<file path="config.mk">
export PLATFORM = sky130hd
export DESIGN_NAME = seg7_scan
export DESIGN_NICKNAME = d
export VERILOG_FILES = /design/src/rtl/seg7_pkg.sv /design/src/rtl/seg7_hex_decode.sv /design/src/rtl/seg7_scan.sv
export SDC_FILE = /design/constraint.sdc
export NUM_CORES = 1
export LEC_CHECK = 0
export CAP_MARGIN = 20
export CORE_UTILIZATION = 42
export CTS_BUF_LIST = sky130_fd_sc_hd__clkbuf_8
export CTS_CLUSTER_DIAMETER = 80
export DETAILED_ROUTE_END_ITERATION = 8
export PLACE_DENSITY = 0.65
export SETUP_SLACK_MARGIN = 0.02
export SKIP_CTS_REPAIR_TIMING = 1
export SKIP_LAST_GASP = 1
export SYNTH_ARGS = -nofsm -noshare
export SYNTH_HDL_FRONTEND = slang
export SYNTH_SLANG_ARGS = --single-unit
</file>
<file path="constraint.sdc">
create_clock -name clk -period 2.71 [get_ports clk]
set_clock_uncertainty 0.2 [all_clocks]
set_input_delay 0.6775 -clock clk [delete_from_list [all_inputs] [get_ports clk]]
set_output_delay 0.6775 -clock clk [all_outputs]
set_load 0.01 [all_outputs]
</file>
<file path="src/rtl/seg7_pkg.sv">
// -----------------------------------------------------------------------------
// seg7_pkg
// Shared constants for the multiplexed seven-segment driver.
//   SEG_0..SEG_F : active-low segment patterns, bit order {a,b,c,d,e,f,g}
//   SEG_OFF      : all segments dark
//   clog2()      : counter width helper, never returns less than 1
// -----------------------------------------------------------------------------
package seg7_pkg;

    localparam logic [6:0] SEG_0   = 7'b0000001;
    localparam logic [6:0] SEG_1   = 7'b1001111;
    localparam logic [6:0] SEG_2   = 7'b0010010;
    localparam logic [6:0] SEG_3   = 7'b0000110;
    localparam logic [6:0] SEG_4   = 7'b1001100;
    localparam logic [6:0] SEG_5   = 7'b0100100;
    localparam logic [6:0] SEG_6   = 7'b0100000;
    localparam logic [6:0] SEG_7   = 7'b0001111;
    localparam logic [6:0] SEG_8   = 7'b0000000;
    localparam logic [6:0] SEG_9   = 7'b0000100;
    localparam logic [6:0] SEG_A   = 7'b0001000;
    localparam logic [6:0] SEG_B   = 7'b1100000;  // lower-case b
    localparam logic [6:0] SEG_C   = 7'b0110001;
    localparam logic [6:0] SEG_D   = 7'b1000010;  // lower-case d
    localparam logic [6:0] SEG_E   = 7'b0110000;
    localparam logic [6:0] SEG_F   = 7'b0111000;
    localparam logic [6:0] SEG_OFF = 7'b1111111;

    // Width needed to hold 0..n-1; a single-value counter still gets one bit.
    function automatic int clog2(input int n);
        int r;
        r = 0;
        while ((1 << r) < n) begin
            r = r + 1;
        end
        return (r < 1) ? 1 : r;
    endfunction

endpackage

</file>
<file path="src/rtl/seg7_hex_decode.sv">
// -----------------------------------------------------------------------------
// seg7_hex_decode
// Combinational hex nibble to active-low seven-segment pattern.
//   i_nibble : 4-bit hex digit
//   o_seg    : {a,b,c,d,e,f,g}, 0 = segment lit
// -----------------------------------------------------------------------------
module seg7_hex_decode
    import seg7_pkg::*;
(
    input  logic [3:0] i_nibble,
    output logic [6:0] o_seg
);

    // NOTE: a default ahead of the case keeps this purely combinational; any
    // path that left o_seg unassigned would infer a latch.
    always_comb begin
        o_seg = SEG_OFF;
        case (i_nibble)
            4'h0: o_seg = SEG_0;
            4'h1: o_seg = SEG_1;
            4'h2: o_seg = SEG_2;
            4'h3: o_seg = SEG_3;
            4'h4: o_seg = SEG_4;
            4'h5: o_seg = SEG_5;
            4'h6: o_seg = SEG_6;
            4'h7: o_seg = SEG_7;
            4'h8: o_seg = SEG_8;
            4'h9: o_seg = SEG_9;
            4'hA: o_seg = SEG_A;
            4'hB: o_seg = SEG_B;
            4'hC: o_seg = SEG_C;
            4'hD: o_seg = SEG_D;
            4'hE: o_seg = SEG_E;
            4'hF: o_seg = SEG_F;
            default: o_seg = SEG_OFF;
        endcase
    end

endmodule

</file>
<file path="src/rtl/seg7_scan.sv">
// -----------------------------------------------------------------------------
// seg7_scan
// Scanned N-digit hex display driver with per-digit decimal point, per-digit
// blanking and leading-zero suppression. All pins are registered.
//   clk, rst        : clock, synchronous active-high reset
//   load            : capture value/dp/blank/lz_en into the shadow registers
//   value           : nibble i drives digit i (digit 0 rightmost)
//   dp, blank       : per-digit decimal point (1 = lit) and force-dark (1)
//   lz_en           : suppress leading zeros (digit 0 always shown)
//   CA..CG, DP      : shared active-low cathodes
//   AN              : active-low anodes, at most one low
//   scan_tick       : one-cycle pulse after each digit advance
// -----------------------------------------------------------------------------
module seg7_scan
    import seg7_pkg::*;
#(
    parameter int NUM_DIGITS = 4,
    parameter int CLK_DIV    = 50000
) (
    input  logic                    clk,
    input  logic                    rst,
    input  logic                    load,
    input  logic [4*NUM_DIGITS-1:0] value,
    input  logic [NUM_DIGITS-1:0]   dp,
    input  logic [NUM_DIGITS-1:0]   blank,
    input  logic                    lz_en,
    output logic                    CA,
    output logic                    CB,
    output logic                    CC,
    output logic                    CD,
    output logic                    CE,
    output logic                    CF,
    output logic                    CG,
    output logic                    DP,
    output logic [NUM_DIGITS-1:0]   AN,
    output logic                    scan_tick
);

    localparam int IDX_W   = clog2(NUM_DIGITS);
    localparam int PRESC_W = clog2(CLK_DIV);

    localparam logic [IDX_W-1:0]   IDX_LAST   = IDX_W'(NUM_DIGITS - 1);
    localparam logic [PRESC_W-1:0] PRESC_LAST = PRESC_W'(CLK_DIV - 1);

    // Scan state
    logic [PRESC_W-1:0] r_presc;
    logic [IDX_W-1:0]   r_idx;

    // Shadow registers, stored as a nibble array for direct digit indexing
    logic [NUM_DIGITS-1:0][3:0] r_val;
    logic [NUM_DIGITS-1:0]      r_dp;
    logic [NUM_DIGITS-1:0]      r_blank;
    logic                       r_lz;

    // Output registers
    logic [6:0]            r_seg;
    logic                  r_dp_n;
    logic [NUM_DIGITS-1:0] r_an;
    logic                  r_tick;

    logic                  w_tc;
    logic [NUM_DIGITS-1:0] w_zero_above;
    logic                  w_blank_sel;
    logic [6:0]            w_dec_seg;
    logic [6:0]            w_seg;
    logic                  w_dp_n;
    logic [NUM_DIGITS-1:0] w_an;

    assign w_tc = (r_presc == PRESC_LAST);

    // w_zero_above[i]: nibbles i..NUM_DIGITS-1 are all zero. Digit 0 is
    // excluded so a value of zero still shows a single "0".
    always_comb begin
        logic w_all_zero;
        w_all_zero   = 1'b1;
        w_zero_above = '0;
        // NOTE: blocking assignments here build a running AND from the top
        // digit down within one evaluation; state elsewhere uses <=.
        for (int i = NUM_DIGITS - 1; i >= 1; i--) begin
            w_all_zero      = w_all_zero & (r_val[i] == 4'h0);
            w_zero_above[i] = w_all_zero;
        end
    end

    assign w_blank_sel = r_blank[r_idx] | (r_lz & w_zero_above[r_idx]);

    seg7_hex_decode u_dec (
        .i_nibble (r_val[r_idx]),
        .o_seg    (w_dec_seg)
    );

    always_comb begin
        w_an   = '1;
        w_seg  = SEG_OFF;
        w_dp_n = 1'b1;
        if (!w_blank_sel) begin
            w_an[r_idx] = 1'b0;
            w_seg       = w_dec_seg;
            w_dp_n      = ~r_dp[r_idx];
        end
    end

    // NOTE: the shadow registers are a handful of flops rather than a RAM, so
    // they take the reset like everything else and the display is defined
    // from the first cycle.
    always_ff @(posedge clk) begin
        if (rst) begin
            r_presc <= '0;
            r_idx   <= '0;
            r_val   <= '0;
            r_dp    <= '0;
            r_blank <= '0;
            r_lz    <= 1'b0;
            r_seg   <= SEG_OFF;
            r_dp_n  <= 1'b1;
            r_an    <= '1;
            r_tick  <= 1'b0;
        end else begin
            if (w_tc) begin
                r_presc <= '0;
                r_idx   <= (r_idx == IDX_LAST) ? '0 : r_idx + 1'b1;
            end else begin
                r_presc <= r_presc + 1'b1;
            end

            // All four shadows move together so a frame never mixes old and
            // new data.
            if (load) begin
                r_val   <= value;
                r_dp    <= dp;
                r_blank <= blank;
                r_lz    <= lz_en;
            end

            r_seg  <= w_seg;
            r_dp_n <= w_dp_n;
            r_an   <= w_an;
            r_tick <= w_tc;
        end
    end

    assign {CA, CB, CC, CD, CE, CF, CG} = r_seg;
    assign DP        = r_dp_n;
    assign AN        = r_an;
    assign scan_tick = r_tick;

endmodule

</file>
==> results.cfg <==
[run_status]
status = finished, final reports clean

[critical_path]
critical_path_class = register to register
rrSetupSlack_ns = 0.30
path_buf_inv = 1
crit_chain = mux4_2 -> inv_1 -> ha_1 -> nor2_1 -> a22o_1 -> o31ai_1
worstRegToRegCells = 6
crit_path_max_fanout = 6
worstPathArrival_ns = 2.42
r2r_start = r_idx[0]
critPathLaunchType = register
rr_endpoint = r_seg[6]
cp.required_ns = 2.72
slowest_delay_ns = 0.62
crit_family = multiplexers
critical_path.slowest_cell = mux4_2
critical_path.endpoint_type = register

[power_and_ir_drop]
finalPower_mw = 1.51
p_leak_nw = 1.21
ir_worst_vdd_v = 0.000228
clkPwrFrac = 0.282
p_per_area_mw_per_mm2 = 485
switchingPower_mw = 0.361
sequentialPowerShare = 0.586
p_comb_frac = 0.132
switching_share = 0.239
p_int_mw = 1.15

[yosys]
ys_ff_latch = 56
synth_edf_count = 0
synthMuxAreaShare = 0.188
synth_top_flop_cell = dfxtp_1
ys_warn_count = 0
yosys-top-cells-area = dfxtp_1 (44%), mux2i_1 (12%), nor2_1 (6.4%)
yosysTopAreaCell = dfxtp_1
synth_async_sr_flop_share = 0
synth_simple_gate_area_frac = 0.167
syn-cell-area_mm2 = 0.00257
synth_nets = 296
ys_seq_area_frac = 0.436
synth_fa_ha_area_frac = 0.0535
synth-xor-area-share = 0.0443
synth_top_cell_area_share = 0.436
synth_top_family_by_area = multiplexers
synth_compound_area_frac = 0.0657
syn_inst = 257
synth.distinct_cells = 43
synth.avg_cell_area_um2 = 10.0

[clock_tree]
cts_max_level = 2
cts-root-buf = clkbuf_8
cts.sinks = 56
numCtsBuffers = 5
path_clk_slew_ns = 0.09
cts_tree = built
insertion_delay_ns = 0.30
cts_buffer_depth = 2

[detailed_routing]
avgViaCountPerCell = 5.12
drc = 0
wirelength_um = 4910
dr_total_vias = 1890
wl_per_cell_um = 13.3
dr.pass1.iters = 4
drtIter0Drc = 63
antenna_left = 0

[placement]
gp_congestion = 0.797
hpwl_um = 3670
dp.cells = 362
placed_area_mm2 = 0.00303
numPortBuffers = 40

[job]
max_cap_viol_count = 0

[timing]
worst_pin_slew_ns = 0.507
drv_slew = 0
fmax_ghz = 0.415
setup_tns_ns = 0
min_period_over_period = 0.889
hold_viol = 0
setup_viol = 0
relSlewSlack = 0.655
fin_crit_ns = 2.41
grt_setup_unrepaired = no

[layout]
syn2layout_area_growth_pct = 20.8
nets = 333
fin_util = 0.525
drive_gt1_frac = 0.0680
final_area_mm2 = 0.00311
num_antenna_cells = 0
stdcell_count = 369

[floorplanning]
die_y_um = 80.3
die-area_mm2 = 0.00644
ios = 41
num_rows = 28
coreArea_mm2 = 0.00592
start_util = 0.434
fp.dieW_um = 80.3

[grt]
grt_pass1_wl_um = 8460
grt_antenna_before_repair = 0
grt_pass1_vias = 1760
grt_max_degree = 27
grt-ovfl-total = 0
grt_usage = 0.170

[min_path]
hold-path-cell-count = 1
hp-class = register to register
hold_end = r_presc[0]
hold_start = r_presc[0]
[synthesized netlist by cell type, types with 3 or more instances]
cell type and instances:
buf_6 3, buf_2 6, o21ai_0 3, nand3_1 5
mux4_2 5, inv_1 8, ha_1 11, nor3_1 3
nand2_1 11, a21oi_1 4, xnor2_1 8, nand4_1 7
mux2i_1 32, and3_1 3, xor2_1 5, clkbuf_1 4
nor2_1 44, or3_1 3, dfxtp_1 56, nor4_1 5
[power groups by stage]
stage | Combinational (mW) | Sequential (mW) | Clock, mW
finish | 0.200 | 0.883 | 0.425
global route | 0.221 | 0.888 | 0.470
CTS | 0.202 | 0.883 | 0.441
detailed placement | 0.201 | 0.902 | 0
global placement | 0.197 | 0.901 | 0
floorplan | 0.112 | 0.901 | 0
[metal layers]
layer / share of wire / track usage
met4: 0.012 / 0.0482
met1: 0.51 / 0.232
met2: 0.45 / 0.266
met5: 0 / 0
met3: 0.033 / 0.0398
[metrics by stage]
step | worst slack, ns | hold WS [ns]
2_1_floorplan | 0.428 | 0.213
3_3_place_gp | 0.473 | 0.232
3_5_place_dp | 0.339 | 0.239
4_1_cts | 0.310 | 0.252
5_1_grt | 0.0887 | 0.305
6_report | 0.302 | 0.249
[cells by family (layout without fill, tap and decap cells)]
family                   count (synthesis)  in the layout
flip-flops                              56             56
AO/OA/AOI/OAI                           23             23
multiplexers                            41             41
adder cells (fa/ha/maj)                 11             11
XOR/XNOR                                13             13
AND/OR/NAND/NOR                         90             90
buffers and inverters                   23             60
[placed cells by master (no fill, tap or decap), drive strengths merged, types with 4 or more instances in the layout]
cell	Yosys	final
xnor2	8	8
nor4	5	5
clkdlybuf4s50	0	40
mux4	5	5
nand3	5	5
a21oi	4	4
buf	10	5
inv	8	9
nand2	11	11
nand4	7	7
nor2	44	44
mux2i	33	33
dfxtp	56	56
ha	11	11
clkbuf	5	5
xor2	5	5
[worst max path at each step]
stage | startpoint | endpoint | depth (start not counted)
floorplan | r_idx[0] | r_seg[6] | 8
CTS | r_idx[0] | r_seg[6] | 6
finish | r_idx[0] | r_seg[6] | 6
detailed placement | r_idx[0] | r_seg[6] | 6
global placement | r_idx[0] | r_seg[6] | 6
global route | r_idx[0] | r_seg[6] | 6
[area by class of cell]
cell class / instances / area [um2]
Fill cell: 551 / 2810
Multi-Input combinational cell: 178 / 1330
Sequential cell: 56 / 1120
Timing Repair Buffer: 45 / 450
Tap cell: 75 / 93.8
Clock buffer: 5 / 68.8
Inverter: 8 / 30.0
Clock inverter: 2 / 8.76
[flip-flops by register name, summed over array words and instances (netlist names)]
| name | count |
|---|---|
| AN | 4 |
| r_blank | 4 |
| r_val | 16 |
| r_idx | 2 |
| r_presc | 16 |
| r_dp | 4 |
| scan_tick | 1 |
| DP | 1 |
| r_lz | 1 |
| r_seg | 7 |
(Power assumes the default switching activity.)
